**src/rtl/periph_lsu.sv**
```systemverilog
// periph_lsu: core load/store to word-addressed peripheral bus adapter.
// Accepts one request at a time (req_ready only in IDLE), drives byte enables
// and lane-replicated store data, and returns sign/zero-extended load data.
// Misaligned or illegal requests are answered with rsp_err and no bus activity.
// Optional build macro PERIPH_LSU_RANGE_CHECK_EN: rejects addresses whose
// upper bits [31:ADDR_W+2] differ from BASE_ADDR.
module periph_lsu #(
  parameter int unsigned ADDR_W    = 8,
  parameter int unsigned READ_LAT  = 1,
  parameter logic [31:0] BASE_ADDR = 32'h0000_0000
) (
  input  logic              clk,
  input  logic              rst,
  input  logic              req_valid,
  output logic              req_ready,
  input  logic              req_we,
  input  logic [2:0]        req_funct3,
  input  logic [31:0]       req_addr,
  input  logic [31:0]       req_wdata,
  output logic              rsp_valid,
  output logic              rsp_err,
  output logic [31:0]       rsp_rdata,
  output logic [ADDR_W-1:0] p_addr,
  output logic [3:0]        p_be,
  output logic [31:0]       p_wdata,
  output logic              p_we,
  input  logic [31:0]       p_q
);

  typedef enum logic [1:0] {
    IDLE,
    WRITE,
    READ,
    RESP
  } state_e;

  localparam logic [2:0] LAT_M1 = 3'(READ_LAT - 1);

  state_e            state_q, state_d;
  logic [2:0]        cnt_q, cnt_d;
  logic [2:0]        f3_q, f3_d;
  logic [1:0]        lane_q, lane_d;
  logic              req_ready_q, req_ready_d;
  logic              rsp_valid_q, rsp_valid_d;
  logic              rsp_err_q, rsp_err_d;
  logic [ADDR_W-1:0] p_addr_q, p_addr_d;
  logic [3:0]        p_be_q, p_be_d;
  logic [31:0]       p_wdata_q, p_wdata_d;
  logic              p_we_q, p_we_d;

  logic [3:0]        size_be;
  logic [31:0]       size_wdata;
  logic              f3_legal;
  logic              misaligned;
  logic              range_ok;
  logic              req_ok;
  logic [7:0]        byte_sel;
  logic [15:0]       half_sel;
  logic [31:0]       rdata_c;

`ifdef PERIPH_LSU_RANGE_CHECK_EN
  assign range_ok = (req_addr[31:ADDR_W+2] == BASE_ADDR[31:ADDR_W+2]);
`else
  logic unused_upper;
  assign range_ok     = 1'b1;
  assign unused_upper = ^{req_addr[31:ADDR_W+2], BASE_ADDR};
`endif

  // Decode the incoming request: byte enables, replicated data, legality.
  always_comb begin
    size_be    = '0;
    size_wdata = '0;
    unique case (req_funct3[1:0])
      2'b00: begin
        size_be    = 4'b0001 << req_addr[1:0];
        size_wdata = {4{req_wdata[7:0]}};
      end
      2'b01: begin
        size_be    = req_addr[1] ? 4'b1100 : 4'b0011;
        size_wdata = {2{req_wdata[15:0]}};
      end
      2'b10: begin
        size_be    = 4'b1111;
        size_wdata = req_wdata;
      end
      default: begin
        size_be    = '0;
        size_wdata = '0;
      end
    endcase

    if (req_we) begin
      f3_legal = req_funct3 inside {3'b000, 3'b001, 3'b010};
    end else begin
      f3_legal = req_funct3 inside {3'b000, 3'b001, 3'b010, 3'b100, 3'b101};
    end

    misaligned = ((req_funct3[1:0] == 2'b01) && req_addr[0]) ||
                 ((req_funct3[1:0] == 2'b10) && (req_addr[1:0] != 2'b00));

    req_ok = f3_legal && !misaligned && range_ok;
  end

  // Next-state and next-output computation for the request FSM.
  always_comb begin
    state_d     = state_q;
    cnt_d       = cnt_q;
    f3_d        = f3_q;
    lane_d      = lane_q;
    req_ready_d = 1'b0;
    rsp_valid_d = 1'b0;
    rsp_err_d   = 1'b0;
    p_addr_d    = '0;
    p_be_d      = '0;
    p_wdata_d   = '0;
    p_we_d      = 1'b0;

    unique case (state_q)
      IDLE: begin
        req_ready_d = 1'b1;
        if (req_valid && req_ready_q) begin
          req_ready_d = 1'b0;
          f3_d        = req_funct3;
          lane_d      = req_addr[1:0];
          if (!req_ok) begin
            state_d     = RESP;
            rsp_valid_d = 1'b1;
            rsp_err_d   = 1'b1;
          end else if (req_we) begin
            state_d     = WRITE;
            rsp_valid_d = 1'b1;
            p_we_d      = 1'b1;
            p_addr_d    = req_addr[ADDR_W+1:2];
            p_be_d      = size_be;
            p_wdata_d   = size_wdata;
          end else begin
            state_d  = READ;
            cnt_d    = LAT_M1;
            p_addr_d = req_addr[ADDR_W+1:2];
            p_be_d   = size_be;
          end
        end
      end
      WRITE: begin
        state_d     = IDLE;
        req_ready_d = 1'b1;
      end
      READ: begin
        p_addr_d = p_addr_q;
        p_be_d   = p_be_q;
        if (cnt_q == 3'd0) begin
          state_d     = RESP;
          rsp_valid_d = 1'b1;
        end else begin
          cnt_d = cnt_q - 3'd1;
        end
      end
      RESP: begin
        state_d     = IDLE;
        req_ready_d = 1'b1;
      end
      default: begin
        state_d = IDLE;
      end
    endcase
  end

  // Register FSM state and all bus/response outputs.
  always_ff @(posedge clk or negedge rst) begin
    if (!rst) begin
      state_q     <= IDLE;
      cnt_q       <= '0;
      f3_q        <= '0;
      lane_q      <= '0;
      req_ready_q <= 1'b0;
      rsp_valid_q <= 1'b0;
      rsp_err_q   <= 1'b0;
      p_addr_q    <= '0;
      p_be_q      <= '0;
      p_wdata_q   <= '0;
      p_we_q      <= 1'b0;
    end else begin
      state_q     <= state_d;
      cnt_q       <= cnt_d;
      f3_q        <= f3_d;
      lane_q      <= lane_d;
      req_ready_q <= req_ready_d;
      rsp_valid_q <= rsp_valid_d;
      rsp_err_q   <= rsp_err_d;
      p_addr_q    <= p_addr_d;
      p_be_q      <= p_be_d;
      p_wdata_q   <= p_wdata_d;
      p_we_q      <= p_we_d;
    end
  end

  // Extract and extend load data from p_q while a good load response is shown.
  always_comb begin
    unique case (lane_q)
      2'd0:    byte_sel = p_q[7:0];
      2'd1:    byte_sel = p_q[15:8];
      2'd2:    byte_sel = p_q[23:16];
      default: byte_sel = p_q[31:24];
    endcase
    half_sel = lane_q[1] ? p_q[31:16] : p_q[15:0];

    rdata_c = '0;
    if ((state_q == RESP) && !rsp_err_q) begin
      unique case (f3_q)
        3'b000:  rdata_c = {{24{byte_sel[7]}}, byte_sel};
        3'b100:  rdata_c = {24'd0, byte_sel};
        3'b001:  rdata_c = {{16{half_sel[15]}}, half_sel};
        3'b101:  rdata_c = {16'd0, half_sel};
        3'b010:  rdata_c = p_q;
        default: rdata_c = '0;
      endcase
    end
  end

  assign req_ready = req_ready_q;
  assign rsp_valid = rsp_valid_q;
  assign rsp_err   = rsp_err_q;
  assign rsp_rdata = rdata_c;
  assign p_addr    = p_addr_q;
  assign p_be      = p_be_q;
  assign p_wdata   = p_wdata_q;
  assign p_we      = p_we_q;

endmodule

```
**config.mk**
```make
export PLATFORM = sky130hd
export DESIGN_NAME = periph_lsu
export DESIGN_NICKNAME = d
export VERILOG_FILES = /design/src/rtl/periph_lsu.sv
export SDC_FILE = /design/constraint.sdc
export NUM_CORES = 1
export LEC_CHECK = 0
export ABC_AREA = 1
export CAP_MARGIN = 20
export CORE_ASPECT_RATIO = 1.5
export CORE_MARGIN = 1.5
export CORE_UTILIZATION = 54
export DETAILED_ROUTE_END_ITERATION = 8
export DONT_BUFFER_PORTS = 1
export GPL_ROUTABILITY_DRIVEN = 1
export PLACE_DENSITY = 0.69
export SKIP_CTS_REPAIR_TIMING = 1
export SLEW_MARGIN = 10
export SYNTH_ARGS = -nofsm -noshare
export SYNTH_HDL_FRONTEND = slang
export SYNTH_SLANG_ARGS = --single-unit
```
**constraint.sdc**
```tcl
create_clock -name clk -period 1.9 [get_ports clk]
set_input_delay 0.19 -clock clk [delete_from_list [all_inputs] [get_ports clk]]
set_output_delay 0.19 -clock clk [all_outputs]
set_load 0.05 [all_outputs]
```
## Word level (Yosys, flattened, before mapping)

Cells that the tools add are included.

| cells by class | value |
|---|---|
| add/sub/neg operators | 1 |
| eq/ne operators | 20 |
| shift-type cells | 1 |
| muxes and demuxes | 41 |
| reduce and logical (&&, ||, !) cells | 22 |

Operators by type and width:

| cell | count |
|---|---|
| two-way mux 32 bit | 5 |
| one-hot mux 32 bit (5 select lines) | 1 |
| one-hot mux 32 bit (3 select lines) | 1 |
| one-hot mux 8 bit (3 select lines) | 1 |
| two-way mux 16 bit | 1 |
| two-way mux 8 bit | 2 |
| one-hot mux 8 bit (2 select lines) | 1 |
| == test 3 bit (second input constant) | 4 |
| two-way mux 1 bit | 12 |
| two-way mux 3 bit | 4 |
| two-way mux 4 bit | 3 |
| one-hot mux 4 bit (3 select lines) | 1 |
| != test 2 bit (second input constant) | 5 |
| zero test 3 bit | 3 |
| == test 2 bit (second input constant) | 4 |
| two-way mux 2 bit | 4 |
| one-hot mux 4 bit (2 select lines) | 1 |
| == test 2 x 1 -> 1 bit (second input constant) | 3 |
| == test 3 x 1 -> 1 bit (second input constant) | 2 |
| == test 3 x 2 -> 1 bit (second input constant) | 2 |
| zero test 2 bit | 3 |
| one-hot mux 2 bit (3 select lines) | 1 |
| one-hot mux 3 bit (2 select lines) | 1 |
| logical AND 1 bit | 5 |
| other kinds (11) | 15 |

| word-level totals | value |
|---|---|
| register bits after elaboration | 58 |
| output and inout port bits | 80 |

## Depth between registers and ports, before layout

Gate-level depths: netlist of run 1.

| depth | value |
|---|---|
| word-level depth | 8 |
| mapped depth | 8 |

## Worst setup path before layout of run 1

OpenSTA, ideal clock, no wires.

| path | value |
|---|---|
| kind | reg2out |
| from | reg lane_q[1] |
| to | out rsp_rdata[30] |
| arrival time | 1.890 ns |
| path slack | -0.180 ns |
| stages on the path, launching flop included | 8 |
| buffers on the path | 2 |
| cells stage by stage | dfrtp_1 buf_6 o21ai_1 nand2_2 nor2_4 buf_4 nor2_1 a21oi_1 |

| on the way | value |
|---|---|
| word-level cells in the longest chain between the ends | 4 |

RTL lines:

| what | RTL line | text |
|---|---|---|
| from (decl) | 42 | `logic [1:0] lane_q, lane_d;` |
| from (signal assigned) | 186 | `lane_q <= lane_d;` |
| == test 2 bit (tied with other cells) | 199 | `unique case (lane_q)` |
| one-hot mux 8 bit (3 select lines) | 199 |  |
| one-hot mux 32 bit (5 select lines) (*) | 209 | `unique case (f3_q)` |
| two-way mux 32 bit (*) | 208 | `if ((state_q == RESP) && !rsp_err_q) begin` |
| to (decl) | 22 | `output logic [31:0] rsp_rdata,` |

Every way passes the cells marked *; elsewhere a longest branch is shown, timed or not.

## Worst setup path in the final report of run 1

| path | value |
|---|---|
| from | reg lane_q[1] |
| to | out rsp_rdata[27] |

Same word-level chain as after synthesis.

==> reports/summary.json, run 1 <==
{
  "run_status": "finished, violations left",
  "failing_checks": "hold timing, setup timing",
  "pin_count": 183,
  "synth_enable_flop_cells": 0,
  "cpMaxStageDelayCell": "sky130_fd_sc_hd__dfrtp_2",
  "asyncSetResetFlopFracSynth": 1.000,
  "seqCellArea_um2": 1455,
  "power.leakage_nw": 2.408,
  "gr-usage-all-layers": 0.2730,
  "timing.final.crit_period_ps": 2063,
  "fin_total_pwr_mw": 6.629,
  "required_ps": 1710,
  "setup_ws_ps": -162.5,
  "critical-path-max-stage-delay_ps": 380,
  "grt_pass1_vias": 3321,
  "dieWidth_um": 70.04,
  "p_per_area_nw_per_um2": 1360,
  "finalMaxSlewViolations": 0,
  "yosysUniqueCellTypes": 29,
  "multi_input_area_um2": 1898,
  "timing.final.crit_share": 1.086,
  "n_antenna_cell": 0,
  "crit_arrival_ps": 1870,
  "grt_pass1_wl_mm": 15.95,
  "flip_flop_and_latch_count_after_synthesis": 58,
  "post-route-drc-count": 0,
  "placeable_core_area_um2": 6486,
  "fin_hold_ws_ps": -10.35,
  "port_buffer_count": 0,
  "synth.yosys.warnings": 0,
  "yosys_top_cell_by_area": "sky130_fd_sc_hd__dfrtp_1",
  "slew_headroom": 0.6428,
  "routed_via_density": 5.525,
  "drt_iter0_markers": 277,
  "grt_antenna_before_repair": 0,
  "global_route.overflow_total": 0,
  "synth.top_cells.by_count": "145 x sky130_fd_sc_hd__nand2_1, 82 x sky130_fd_sc_hd__nor2_1, 58 x sky130_fd_sc_hd__dfrtp_1",
  "drive_gt1_frac": 0.2652,
  "cp_top_family": "buffers and inverters",
  "synthTopCellsByArea": "sky130_fd_sc_hd__dfrtp_1 40%, sky130_fd_sc_hd__nand2_1 15%, sky130_fd_sc_hd__nor2_1 8.5%, sky130_fd_sc_hd__inv_1 5.9%, sky130_fd_sc_hd__a21oi_2 5.8%",
  "postSynth.topFlopCell": "sky130_fd_sc_hd__dfrtp_1",
  "worst_setup_path_end_kind": "output pin",
  "synth_fp_nets": 622,
  "area.growth.synth_to_final_pct": 33.89,
  "synthesis.instances": 517,
  "dieArea_um2": 7252,
  "nets": 692,
  "globalplace.congestion": 0.9372,
  "max_clock_freq_mhz": 484.8,
  "cts_buffers": 9,
  "clkTransAtPathRegs_ps": 70,
  "cts_h_tree_depth": 3,
  "class_of_the_tightest_hold_or_removal_check": "in2reg",
  "fp.dieH_um": 103.6,
  "ordered_list_of_cells_on_the_worst_path": "buf_6, nand2_2, o211ai_2, nand3_4, clkbuf_16, a21oi_2, buf_12",
  "initial_core_util": 0.5611,
  "pin_count_of_the_biggest_net_entering_global_routing": 59,
  "vdd.ir_drop.worst_mv": 0.7940,
  "buffering_stage_count_on_the_worst_path_with_inverters_included": 3,
  "grt_setup_unrepaired": "yes",
  "crit_fanout": 9,
  "routed_wl_mm": 10.78,
  "final_hold_viol_count": 1,
  "final.setup_skew_ps": 11.23,
  "clk_root_buffer_cell": "sky130_fd_sc_hd__clkbuf_8",
  "synth.cell_area_um2": 3640,
  "synth_most_common_cell": "sky130_fd_sc_hd__nand2_1",
  "clock_sink_count": 58,
  "drt_first_pass_iters": 6,
  "syn_avg_cell_area_um2": 7.040,
  "max-cap-violations": 0,
  "wire_per_inst_um": 16.13,
  "worst-setup-path-type": "reg2out",
  "finalSetupViolations": 31,
  "clock_path_buffers": 2,
  "nFillCells": 504,
  "clock_latency_ps": 330,
  "synth.yosys.seq_area_share": 0.3988,
  "row_count": 36,
  "crit_path_start_kind": "flip-flop",
  "dpl.hpwl_mm": 7.287,
  "dr_total_vias": 3691,
  "tritoncts_clock_tree": "yes",
  "post-synth-top-area-fraction": 0.3988,
  "worst_pin_slew_ps": 535.8,
  "post_route_antenna_net_violation_count": 0
}
-- worst register-to-register path: stages, from the launching register on --
cell,delay (ps)
sky130_fd_sc_hd__dfrtp_1,400
sky130_fd_sc_hd__nor2_1,180
sky130_fd_sc_hd__nand2_1,130
sky130_fd_sc_hd__nor2_4,130
sky130_fd_sc_hd__nand2_2,140
sky130_fd_sc_hd__buf_4,260
sky130_fd_sc_hd__a21oi_1,140
-- cell type report --
class                   instances  share of cell area
multi-input cells             372              0.3895
repair inverters                1            0.001797
inverters                      62             0.04929
clock buffers                  11             0.03107
flip-flops and latches         58              0.2986
clock inverters                 5             0.01078
repair buffers                 83              0.1995
well taps                      76             0.01951
-- routing by layer --
metal  share of wire  track usage
met2            0.55       0.4891
met5               0            0
met3           0.076      0.06712
met1            0.35       0.3086
met4           0.023       0.1016
-- stage by stage --
| stage | std cells | setup slack [ps] | util | cell area, um2 | setup TNS [ps] |
|---|---|---|---|---|---|
| 2_1_floorplan | 517 | -162.0 | - | 3654 | -864.0 |
| 3_3_place_gp | 619 | 95.15 | 0.6306 | 4090 | 0 |
| 3_5_place_dp | 619 | 61.07 | 0.6306 | 4090 | 0 |
| 4_1_cts | 635 | -304.5 | 0.6620 | 4294 | -7590 |
| 5_1_grt | 668 | -225.4 | 0.7514 | 4873 | -5822 |
| 6_report | 668 | -162.5 | 0.7514 | 4873 | -3056 |
-- flip-flops by register name, summed over array words and instances (netlist names) --
register	count
p_we	1
p_addr	8
req_ready	1
p_wdata	32
f3_q	3
rsp_valid	1
p_be	4
cnt_q	3
rsp_err	1
state_q	2
lane_q	2
-- cell usage in the layout, fill, tap and decap left out, types with 2 or more instances in the layout --
cell and instances:
sky130_fd_sc_hd__a21oi_1 32, sky130_fd_sc_hd__a21oi_2 30, sky130_fd_sc_hd__a21oi_4 2, sky130_fd_sc_hd__buf_12 12, sky130_fd_sc_hd__buf_4 22, sky130_fd_sc_hd__buf_6 27
sky130_fd_sc_hd__clkbuf_16 2, sky130_fd_sc_hd__clkbuf_8 11, sky130_fd_sc_hd__clkinv_2 3, sky130_fd_sc_hd__dfrtp_1 55, sky130_fd_sc_hd__dfrtp_2 3, sky130_fd_sc_hd__dlygate4sd3_1 18
sky130_fd_sc_hd__ha_1 2, sky130_fd_sc_hd__inv_1 56, sky130_fd_sc_hd__inv_2 5, sky130_fd_sc_hd__nand2_1 140, sky130_fd_sc_hd__nand2_2 8, sky130_fd_sc_hd__nand3_1 4
sky130_fd_sc_hd__nand4_1 8, sky130_fd_sc_hd__nor2_1 77, sky130_fd_sc_hd__nor2_2 6, sky130_fd_sc_hd__nor2_4 7, sky130_fd_sc_hd__o211ai_1 4, sky130_fd_sc_hd__o21ai_0 23
sky130_fd_sc_hd__o21ai_1 13, sky130_fd_sc_hd__o21ai_2 6, sky130_fd_sc_hd__or2_2 2
-- final timing paths --
| kind | start | to | slack, ps | cells after the start |
|---|---|---|---|---|
| max in group asynchronous | rst | lane_q[0] | 1260 | 2 |
| hold reg to reg | cnt_q[1] | cnt_q[1] | 480 | 2 |
| hold / removal | req_wdata[6] | p_wdata[6] | -10 | 2 |
| setup reg to reg | state_q[1] | p_wdata[16] | 470 | 6 |
| min in group asynchronous | rst | cnt_q[1] | 390 | 2 |
| setup / recovery | lane_q[1] | rsp_rdata[27] | -160 | 7 |
-- cells by family after synthesis --
kind of cell | count (synthesis) | synth area share
xor gates and xnor gates | 1 | 0.002407
AOI/OAI and AO/OA | 113 | 0.1860
DFF | 58 | 0.3988
adders and majority gates | 2 | 0.006874
buffers and inverters | 87 | 0.1097
and+or+nand+nor | 256 | 0.2963
-- where the power goes --
part / leakage (nW) / total, mW / internal, mW / switching [mW]
Combinational: 1.52 / 3.73 / 1.45 / 2.28
Clock: 0.105 / 1.14 / 0.670 / 0.470
Sequential: 0.786 / 1.76 / 1.41 / 0.351
Total: 2.41 / 6.63 / 3.53 / 3.10
No activity file was read; power rests on OpenSTA's default activity.
==> inputs of run 2 (changes only) <==
- ABC_CLOCK_PERIOD_IN_PS: not set -> 1900
==> results of run 2 <==
No change in the layout: final DEF, timing and power equal those of run 1.
==> inputs of run 3 (changes only) <==
- CORE_UTILIZATION: 54 -> 40
- CTS_BUF_LIST: not set -> sky130_fd_sc_hd__clkbuf_4
- PLACE_DENSITY: 0.69 -> not set
==> run 3 against run 2 <==
  * The flow finishes with violations (setup timing)
  * Sequential cell count unchanged
  * Clock-buffer cell count is 2 higher
  * Critical path depth grew 1
  * Clock skew is essentially flat
  * Worst hold slack improved by 18 ps
  * Power decreased by 11%
  * Register-to-register slack got worse by 260 ps
  * Cell count grew 7.2%
  * Critical endpoint is now rsp_rdata[31]
  * Largest cell class unchanged
  * Highest routed layer unchanged
==> reports/summary.json, run 3 (synthesis results as in run 1) <==
{
  "combPwrFrac": {"value": 0.576, "change": "was 0.563"},
  "max-cap-violations": {"value": 0, "change": "unchanged"},
  "fp.dieH": {"value": 119.8, "unit": "um", "change": "was 103.6 um"},
  "dpl.hpwl": {"value": 8.058, "unit": "mm", "change": "was 7.287 mm"},
  "nets": {"value": 707, "change": "was 692"},
  "final_core_utilization": {"value": 0.5641, "change": "was 0.7514"},
  "cp-endpoint": {"value": "rsp_rdata[31]", "change": "was rsp_rdata[27]"},
  "ordered_list_of_cells_on_the_worst_path": {"value": "buf_12, nor2_4, nand2_1, o211ai_2, nand3_4, buf_12, a21oi_1, buf_4", "change": "was buf_6, nand2_2, o211ai_2, nand3_4, clkbuf_16, a21oi_2, buf_12"},
  "clkTransAtPathRegs": {"value": 90, "unit": "ps", "change": "was 70 ps"},
  "drt_first_pass_iters": {"value": 4, "change": "was 6"},
  "pin_count_of_the_biggest_net_entering_global_routing": {"value": 59, "change": "unchanged"},
  "regToRegStartpoint": {"value": "state_q[1]", "change": "unchanged"},
  "grt_setup_unrepaired": {"value": "yes", "change": "unchanged"},
  "required": {"value": 1710, "unit": "ps", "change": "about the same"},
  "vdd.ir_drop.worst": {"value": 0.7417, "unit": "mV", "change": "was 0.7940 mV"},
  "final.setup_skew": {"value": 11.53, "unit": "ps", "change": "was 11.23 ps"},
  "initial_core_util": {"value": 0.4123, "change": "was 0.5611"},
  "timing.final.crit_period": {"value": 2148, "unit": "ps", "change": "was 2063 ps"},
  "worst-setup-path-type": {"value": "reg2out", "change": "unchanged"},
  "failing_checks": {"value": "setup timing", "change": "was hold timing, setup timing"},
  "p_per_area": {"value": 1186, "unit": "nW/um2", "change": "was 1360 nW/um2"},
  "seqCellArea": {"value": 1454, "unit": "um2", "change": "was 1455 um2"},
  "worst_pin_slew": {"value": 687.4, "unit": "ps", "change": "was 535.8 ps"},
  "class_of_the_tightest_hold_or_removal_check": {"value": "in2reg", "change": "unchanged"},
  "worst_setup_path_end_kind": {"value": "output pin", "change": "unchanged"},
  "post_route_antenna_net_violation_count": {"value": 0, "change": "unchanged"},
  "setup_ws": {"value": -247.6, "unit": "ps", "change": "was -162.5 ps"},
  "dr_total_vias": {"value": 3726, "change": "was 3,691"},
  "timing.final.crit_share": {"value": 1.130, "change": "was 1.086"},
  "cpMaxStageDelayCell": {"value": "sky130_fd_sc_hd__dfrtp_2", "change": "unchanged"},
  "dieArea": {"value": 9692, "unit": "um2", "change": "was 7252 um2"},
  "power_switching": {"value": 2.897, "unit": "mW", "change": "was 3.103 mW"},
  "drt_iter0_markers": {"value": 168, "change": "was 277"},
  "dieWidth": {"value": 80.89, "unit": "um", "change": "was 70.04 um"},
  "clk_root_buffer_cell": {"value": "sky130_fd_sc_hd__clkbuf_4", "change": "was sky130_fd_sc_hd__clkbuf_8"},
  "grt_antenna_before_repair": {"value": 1, "change": "was 0"},
  "share_of_total_power_in_sequential_cells": {"value": 0.302, "change": "was 0.265"},
  "clock_latency": {"value": 400, "unit": "ps", "change": "was 330 ps"},
  "routed_via_density": {"value": 5.204, "change": "was 5.525"},
  "largest_reg_flops": {"value": 32, "change": "unchanged"},
  "cell_internal_pwr": {"value": 3.011, "unit": "mW", "change": "was 3.526 mW"},
  "cts_buffers": {"value": 9, "change": "unchanged"},
  "timing.critical_path.mode_cell": "sky130_fd_sc_hd__buf_12",
  "cp_top_family": {"value": "buffers and inverters", "change": "unchanged"},
  "crit_arrival": {"value": 1960, "unit": "ps", "change": "was 1870 ps"},
  "final_cell_area": {"value": 4980, "unit": "um2", "change": "was 4873 um2"},
  "power.share.clock": {"value": 0.122, "change": "was 0.172"},
  "row_count": {"value": 42, "change": "was 36"},
  "cts_h_tree_depth": {"value": 3, "change": "unchanged"},
  "detailedPlace.worstSlack": {"value": 125.1, "unit": "ps", "change": "was 61.07 ps"},
  "run_status": {"value": "finished, violations left", "change": "unchanged"},
  "nFillCells": {"value": 815, "change": "was 504"},
  "clock_path_buffers": {"value": 2, "change": "unchanged"},
  "final_hold_viol_count": {"value": 0, "change": "was 1"},
  "wire_per_inst": {"value": 16.34, "unit": "um", "change": "was 16.13 um"},
  "finalSetupViolations": {"value": 32, "change": "was 31"},
  "fin_total_pwr": {"value": 5.908, "unit": "mW", "change": "was 6.629 mW"},
  "grt_pass1_vias": {"value": 3369, "change": "was 3,321"},
  "max_clock_freq": {"value": 465.6, "unit": "MHz", "change": "was 484.8 MHz"},
  "pin_count": {"value": 183, "change": "unchanged"},
  "crit_fanout": {"value": 24, "change": "was 9"},
  "finalMaxSlewViolations": {"value": 0, "change": "unchanged"},
  "path_depth": {"value": 8, "change": "was 7"},
  "mostFrequentLayoutCell": {"value": "sky130_fd_sc_hd__nand2_1", "change": "unchanged"},
  "routed_wl": {"value": 11.70, "unit": "mm", "change": "was 10.78 mm"},
  "r2r_end": {"value": "p_wdata[17]", "change": "was p_wdata[16]"},
  "reg2reg_slack": {"value": 210, "unit": "ps", "change": "was 470 ps"},
  "critical-path-max-stage-delay": {"value": 470, "unit": "ps", "change": "was 380 ps"},
  "gr-usage-all-layers": {"value": 0.2253, "change": "was 0.2730"},
  "multi_input_area": {"value": 1846, "unit": "um2", "change": "was 1898 um2"},
  "globalplace.congestion": {"value": 0.8840, "change": "was 0.9372"},
  "final_cell_mix": {"value": "145 x sky130_fd_sc_hd__nand2_1, 77 x sky130_fd_sc_hd__nor2_1, 56 x sky130_fd_sc_hd__inv_1, 56 x sky130_fd_sc_hd__dfrtp_1, 46 x sky130_fd_sc_hd__dlygate4sd3_1", "change": "was 140 x sky130_fd_sc_hd__nand2_1, 77 x sky130_fd_sc_hd__nor2_1, 56 x sky130_fd_sc_hd__inv_1"},
  "finalNonFillerCells": {"value": 716, "change": "was 668"},
  "clock_sink_count": {"value": 58, "change": "unchanged"},
  "crit_path_start_kind": {"value": "flip-flop", "change": "unchanged"},
  "crit_start": {"value": "lane_q[1]", "change": "unchanged"},
  "post-route-drc-count": {"value": 0, "change": "unchanged"},
  "placeable_core_area": {"value": 8828, "unit": "um2", "change": "was 6486 um2"},
  "power.leakage": {"value": 2.399, "unit": "nW", "change": "was 2.408 nW"},
  "slew_headroom": {"value": 0.5401, "change": "was 0.6428"},
  "ff2ff_path_depth": {"value": 5, "change": "was 6"},
  "cell_count_post_placement": {"value": 648, "change": "was 619"},
  "fin_hold_ws": {"value": 7.240, "unit": "ps", "change": "was -10.35 ps"},
  "buffering_stage_count_on_the_worst_path_with_inverters_included": {"value": 3, "change": "unchanged"},
  "port_buffer_count": {"value": 0, "change": "unchanged"},
  "netSwitchingFraction": {"value": 0.4903, "change": "was 0.4681"},
  "tritoncts_clock_tree": {"value": "yes", "change": "unchanged"},
  "area.growth.synth_to_final": {"value": 36.82, "unit": "%", "change": "was 33.89%"},
  "grt_pass1_wl": {"value": 16.46, "unit": "mm", "change": "was 15.95 mm"},
  "global_route.overflow_total": {"value": 0, "change": "unchanged"},
  "postPlaceCellArea": {"value": 4208, "unit": "um2", "change": "was 4090 um2"},
  "totalNegativeSetupSlack": {"value": -6471, "unit": "ps", "change": "was -3056 ps"},
  "drive_gt1_frac": {"value": 0.2116, "change": "was 0.2652"}
}
==> run 3: cell type report <==
cell class / instances / area share
multi-input cells: 372 / 0.3706
inverters: 62 / 0.04724
clock inverters: 1 / 0.0007538
diodes: 1 / 0.0005025
well taps: 110 / 0.02764
flip-flops and latches: 58 / 0.2920
clock buffers: 13 / 0.01960
repair buffers: 99 / 0.2417
==> run 3: power by group through the flow <==
stage | clock, mW | combinational (mW) | sequential [mW]
global placement | 0 | 2.92 | 1.78
global route | 0.796 | 3.70 | 1.81
finish | 0.722 | 3.40 | 1.78
CTS | 0.746 | 2.99 | 1.77
floorplan | 0 | 2.21 | 1.76
detailed placement | 0 | 2.98 | 1.79
==> run 3: worst min-delay path by stage <==
stage	cells after the start	to	start
2_1_floorplan	0	cnt_q[0]	rst
3_3_place_gp	0	p_wdata[28]	rst
3_5_place_dp	0	p_wdata[27]	rst
4_1_cts	0	p_wdata[15]	rst
5_1_grt	3	p_wdata[8]	req_funct3[0]
6_report	3	p_wdata[9]	req_funct3[0]
==> run 3: tightest hold or removal path: stages <==
cell and delay, ps:
sky130_fd_sc_hd__nor2_1 30, sky130_fd_sc_hd__a21oi_1 110, sky130_fd_sc_hd__nor2_1 50
==> run 3: routing by layer <==
metal / part of all wire / GRT usage / up-vias
met1: 0.35 / 0.2356 / 1689
li1: - / - / 1795
met4: 0.046 / 0.1390 / 0
met3: 0.096 / 0.06996 / 39
met2: 0.51 / 0.3823 / 203
met5: 0 / 0 / -
==> RTL edit 1: new RTL, flow settings as in run 2 <==
Make the reset (`rst`) synchronous in one clocked block.
--- a/src/rtl/periph_lsu.sv
+++ b/src/rtl/periph_lsu.sv
@@ -168,3 +168,3 @@
   // Register FSM state and all bus/response outputs.
-  always_ff @(posedge clk or negedge rst) begin
+  always_ff @(posedge clk) begin
     if (!rst) begin
Formal check against the unedited RTL: differs if rst is asserted again (counterexample within 4 cycles, from zero or initial values and one cycle with rst low); with rst held inactive, the same outputs for 10 cycles.
==> RTL edit 1 against run 2 <==
The run still ends with hold timing, setup timing left. Wire length decreased by 14%. Global-route usage fell by 2.3 points. Non-clock buffer count decreased by 14. Sequential cell count did not move. Final area decreased by 16%. Synthesized area decreased by 11%. Setup slack better by 0.065 ns. Highest routed layer unchanged.
Power is not compared: it rests on default switching activity, and its combinational part moved more than twofold at a synthesized area within 25%.
==> RTL edit 1: results <==
export IMPL_run_status="complete, but fails checks"
export IMPL_violations="hold timing, setup timing"
export IMPL_fin_clk_skew_ns=0.007211
export IMPL_crit_fanout=6
export IMPL_final_number_of_hold_violating_endpoints=5
export IMPL_drt_pre_antenna_iters=4
export IMPL_postSynthCellCount=474
export IMPL_cp_endpoint="rsp_rdata[10]"
export IMPL_synthDistinctLibCells=36
export IMPL_track_usage_pct=25.05
export IMPL_row_count=34
export IMPL_post_detailed_placement_half_perimeter_wirelength_um=6368
export IMPL_synth_area_leaders="dfxtp_1 36%, nand2_1 12%, a21oi_1 9.7%"
export IMPL_post_synthesis_share_of_cell_area_spent_on_xor_and_xnor_gates_pct=0.2703
export IMPL_worst_setup_slack_after_layout_ns=-0.09748
export IMPL_synth_compound_area_share_pct=26.02
export IMPL_dp_worst_setup_slack_ns=0.09930
export IMPL_worst_r2r_setup_slack_ns=0.31
export IMPL_wl_per_cell_um=15.22
export IMPL_grt_first_pass_wirelength_um=12950
export IMPL_finalSetupViolations=25
export IMPL_finalHoldWorstSlack_ns=-0.01516
export IMPL_grt_start_max_net_pins=33
export IMPL_setup_worst_path_start="lane_q[1]"
export IMPL_wirelength_um=9236
export IMPL_synth_adder_area_share_pct=0.7722
export IMPL_via_count=3378
export IMPL_worstReg2RegEnd="p_addr[1]"
export IMPL_tightest_slew_ns=0.6661
export IMPL_post_synth_most_frequent_cells="107 x nand2_1, 63 x a21oi_1, 58 x dfxtp_1, 49 x nor2_1, 46 x inv_1"
==> RTL edit 1: cell count changes in the layout (fill, tap and decap cells not counted), sizes merged, moves of 6 or more <==
cell / run 2 / this run
dfrtp: 58 / 0
dfxtp: 0 / 58
nand2: 149 / 111
nor2: 90 / 56
a21oi: 64 / 83
inv: 63 / 54
dlygate4sd3: 18 / 11
nand3: 6 / 12
o21a: 0 / 6
==> RTL edit 1: final cells by class <==
| cell class | instances | area (µm²) |
|---|---|---|
| sequential | 58 | 1169 |
| clock inverter | 5 | 32.53 |
| timing repair buffer | 69 | 655.6 |
| tap | 72 | 90.09 |
| multi-input combinational | 339 | 1828 |
| fill | 488 | 1668 |
| inverter | 54 | 215.2 |
| clock buffer | 10 | 127.6 |
==> RTL edit 1: through the flow <==
step                instance area [µm²]  setup TNS (ns)
floorplan                          3241         -0.2395
global placement                   3562               0
detailed placement                 3562               0
CTS                                3722          -6.845
global route                       4118          -3.514
finish                             4118         -0.9295
==> RTL edit 1: layer usage <==
| layer | routed length (µm) | vias up | global-route usage, % |
|---|---|---|---|
| met1 | 3306 | 1546 | 25.31 |
| li1 | - | 1671 | - |
| met5 | 0 | - | 0 |
| met3 | 752 | 15 | 6.912 |
| met4 | 138 | 0 | 8.477 |
| met2 | 5038 | 146 | 47.31 |
==> RTL edit 1: kinds of logic after synthesis <==
family,count (synthesis)
adders and majority gates,2
buffers and inverters,80
DFF,58
AOI/OAI and AO/OA,143
and+or+nand+nor,190
xor gates and xnor gates,1
==> RTL edit 1: worst min path at each step <==
| stage | from | endpoint | slack, ns |
|---|---|---|---|
| floorplan | req_wdata[0] | p_wdata[0] | 0.30 |
| global placement | req_wdata[0] | p_wdata[0] | 0.30 |
| detailed placement | req_wdata[4] | p_wdata[4] | 0.31 |
| CTS | req_wdata[0] | p_wdata[0] | -0.05 |
| global route | req_wdata[22] | p_wdata[22] | 0.0003 |
| finish | req_wdata[21] | p_wdata[21] | -0.02 |
==> RTL edit 1: critical path: cells and delay by family (launching register included) <==
| kind | cells | cell delay [ns] |
|---|---|---|
| buffers and inverters | 3 | 0.43 |
| AO/OA/AOI/OAI | 3 | 0.36 |
| AND/OR/NAND/NOR | 3 | 0.30 |
| flip-flops | 1 | 0.39 |
==> RTL edit 1: where the power goes <==
part | internal, W | total, W | switching [W] | leakage, nW
sequential | 0.00124 | 0.00130 | 0.0000558 | 0.471
combinational | 0.000259 | 0.000706 | 0.000447 | 1.15
clock | 0.000459 | 0.000927 | 0.000467 | 0.0742
total | 0.00196 | 0.00293 | 0.000970 | 1.69
==> RTL edit 2: new RTL, settings of run 2 <==
Without the edit above. Add a define of `PERIPH_LSU_RANGE_CHECK_EN`.
--- a/src/rtl/periph_lsu.sv
+++ b/src/rtl/periph_lsu.sv
@@ -6,2 +6,4 @@
 // upper bits [31:ADDR_W+2] differ from BASE_ADDR.
+`define PERIPH_LSU_RANGE_CHECK_EN
+
 module periph_lsu #(
Function: changed (Yosys sat finds a counterexample within 4 cycles, from zero or initial values and one cycle with rst low).
==> RTL edit 2 against run 2 <==
The flow still finishes with violations (hold timing, setup timing). Largest cell class unchanged. Sequential cell count did not move. Final area rose by 0.51%. Utilization rose by 4.2 points. Die area fell by 5.1%. Cell count fell by 6.1%. Critical path type unchanged. Register-to-register slack got worse by 0.19 ns. Clock skew fell by 0.0062 ns. Synthesized area fell by 5.3%. Setup slack got worse by 0.034 ns. Wire length rose by 4.6%. Critical path depth rose by 2. Power fell by 0.86%.
==> RTL edit 2: results <==
export IMPL_run_status="complete, but fails checks"
export IMPL_violations="hold timing, setup timing"
export IMPL_via_count_of_the_first_global_routing_pass=3391
export IMPL_synth_area_leaders="dfrtp_1 42%, nand2_1 13%, a21oi_1 9.2%"
export IMPL_drive_above_1_share_pct=26.22
export IMPL_hold_depth=2
export IMPL_relSlewSlack_pct=57.87
export IMPL_slowest_stage="dfrtp_1"
export IMPL_post_synth_most_frequent_cells="122 x nand2_1, 63 x a21oi_1, 63 x inv_1, 58 x dfrtp_1, 54 x nor2_1"
export IMPL_totalNegativeSetupSlack_ns=-4.732
export IMPL_io_buffers=0
export IMPL_n_fill_cell=406
export IMPL_post_dp_cell_area_um2=4263
export IMPL_synthDistinctLibCells=32
export IMPL_p_leak_nw=2.265
export IMPL_fin_clk_skew_ns=0.005011
export IMPL_routabilityCongestion=0.8889
export IMPL_worst_r2r_setup_slack_ns=0.28
export IMPL_grt_first_pass_wirelength_um=15500
export IMPL_finalSetupViolations=31
export IMPL_final_seq_area_um2=1454
export IMPL_number_of_nets_in_the_final_layout=653
export IMPL_drt_pre_antenna_iters=5
export IMPL_via_count=3701
export IMPL_cts_htree_levels=3
export IMPL_clock_tree_root_cell="clkbuf_8"
export IMPL_synth_compound_area_share_pct=21.24
export IMPL_worstRegToRegCells=5
export IMPL_number_of_antenna_violations_at_the_first_check_in_global_routing=0
export IMPL_wl_per_cell_um=17.98
export IMPL_worstReg2RegEnd="p_wdata[3]"
export IMPL_insertion_delay_ns=0.32
export IMPL_worst_setup_slack_after_layout_ns=-0.1970
export IMPL_hold_path_end="p_wdata[1]"
export IMPL_worst_ep_arrival_time_ns=1.91
export IMPL_final_number_of_hold_violating_endpoints=3
export IMPL_cp_slowest_stage_delay_ns=0.40
export IMPL_synth_fp_nets=591
export IMPL_timing_hold_worst_start="req_wdata[1]"
export IMPL_finalHoldWorstSlack_ns=-0.03515
export IMPL_crit_fanout=8
export IMPL_synth_adder_area_share_pct=0.7262
export IMPL_track_usage_pct=30.16
export IMPL_cts_root_to_sink_buffers=2
export IMPL_clkTransAtPathRegs_ns=0.07
export IMPL_initialDrtViolationCount=278
export IMPL_post_detailed_placement_half_perimeter_wirelength_um=7963
export IMPL_number_of_warnings_reported_in_the_yosys_synthesis_log=0
export IMPL_swShare_pct=46.35
export IMPL_post_synthesis_share_of_cell_area_spent_on_xor_and_xnor_gates_pct=0.5084
export IMPL_vdd_ir_drop_max_v=0.0007890
export IMPL_hold_class="in -> reg"
export IMPL_timing_rr_start="state_q[1]"
export IMPL_cp_top_family="simple AND/OR/NAND/NOR gates"
export IMPL_share_of_synthesized_area_occupied_by_flip_flops_and_latches_pct=42.12
RTL edit 2: changes by cell type after synthesis, moves of 7 or more:
cell,run 2,this run
o21a_1,0,7
nand2_1,145,122
nor2_1,82,54
a31oi_1,0,8
a221oi_1,0,8
o22ai_1,0,7
a21oi_1,40,63
a21oi_2,24,1
RTL edit 2: kinds of logic (layout without fill, tap and decap cells):
| logic type | Yosys count | in the layout |
|---|---|---|
| AOI/OAI and AO/OA | 131 | 131 |
| buffers and inverters | 88 | 155 |
| adders and majority gates | 2 | 2 |
| xor gates and xnor gates | 2 | 2 |
| DFF | 58 | 58 |
| and+or+nand+nor | 205 | 205 |
RTL edit 2: layout make-up:
class	count	share of cell area [%]
multi-input cells	340	39.08
flip-flops and latches	58	29.68
repair buffers	73	20.31
inverters	66	5.057
clock buffers	11	2.886
well taps	74	1.890
clock inverters	5	1.098
RTL edit 2: stage by stage:
stage	setup slack (ns)	total power, W	hold WS, ns	std cells
2_1_floorplan	-0.2169	0.003840	-0.1056	486
3_3_place_gp	0.1293	0.004735	-0.1017	589
3_5_place_dp	0.08362	0.004822	-0.1016	589
4_1_cts	-0.2859	0.005956	-0.4614	605
5_1_grt	-0.2946	0.006920	0.0007788	627
6_report	-0.1970	0.006573	-0.03515	627
RTL edit 2: how the worst max path moves through the flow:
stage	from	cells past startpoint	slack [ns]	endpoint
2_1_floorplan	f3_q[0]	6	-0.22	rsp_rdata[7]
3_3_place_gp	lane_q[1]	9	0.13	rsp_rdata[11]
3_5_place_dp	lane_q[1]	8	0.08	rsp_rdata[30]
4_1_cts	f3_q[1]	7	-0.29	rsp_rdata[30]
5_1_grt	f3_q[1]	9	-0.29	rsp_rdata[9]
6_report	lane_q[1]	9	-0.20	rsp_rdata[30]
RTL edit 2: routing by layer:
metal / wire, µm / track usage (%) / part of all wire [%] / up-vias
met3: 1040 / 8.156 / 9.2 / 33
li1: - / - / - / 1711
met1: 3682 / 31.19 / 33 / 1718
met5: 0 / 0 / 0 / -
met2: 6291 / 56.24 / 56 / 239
met4: 261 / 10.15 / 2.3 / 0
RTL edit 2: worst reg2reg max path, cell delays in order (launching register included):
cell and delay (ns):
dfrtp_1 0.44, nor3_4 0.26, nand2_1 0.19, inv_2 0.13, nand2_1 0.27, nor2_1 0.25
RTL edit 2: power groups by stage:
stage          clock, W  combinational, W  sequential (W)
4_1_cts         0.00115           0.00326         0.00154
6_report        0.00113           0.00390         0.00155
2_1_floorplan         0           0.00225         0.00159
3_3_place_gp          0           0.00318         0.00155
3_5_place_dp          0           0.00326         0.00156
5_1_grt         0.00118           0.00417         0.00156
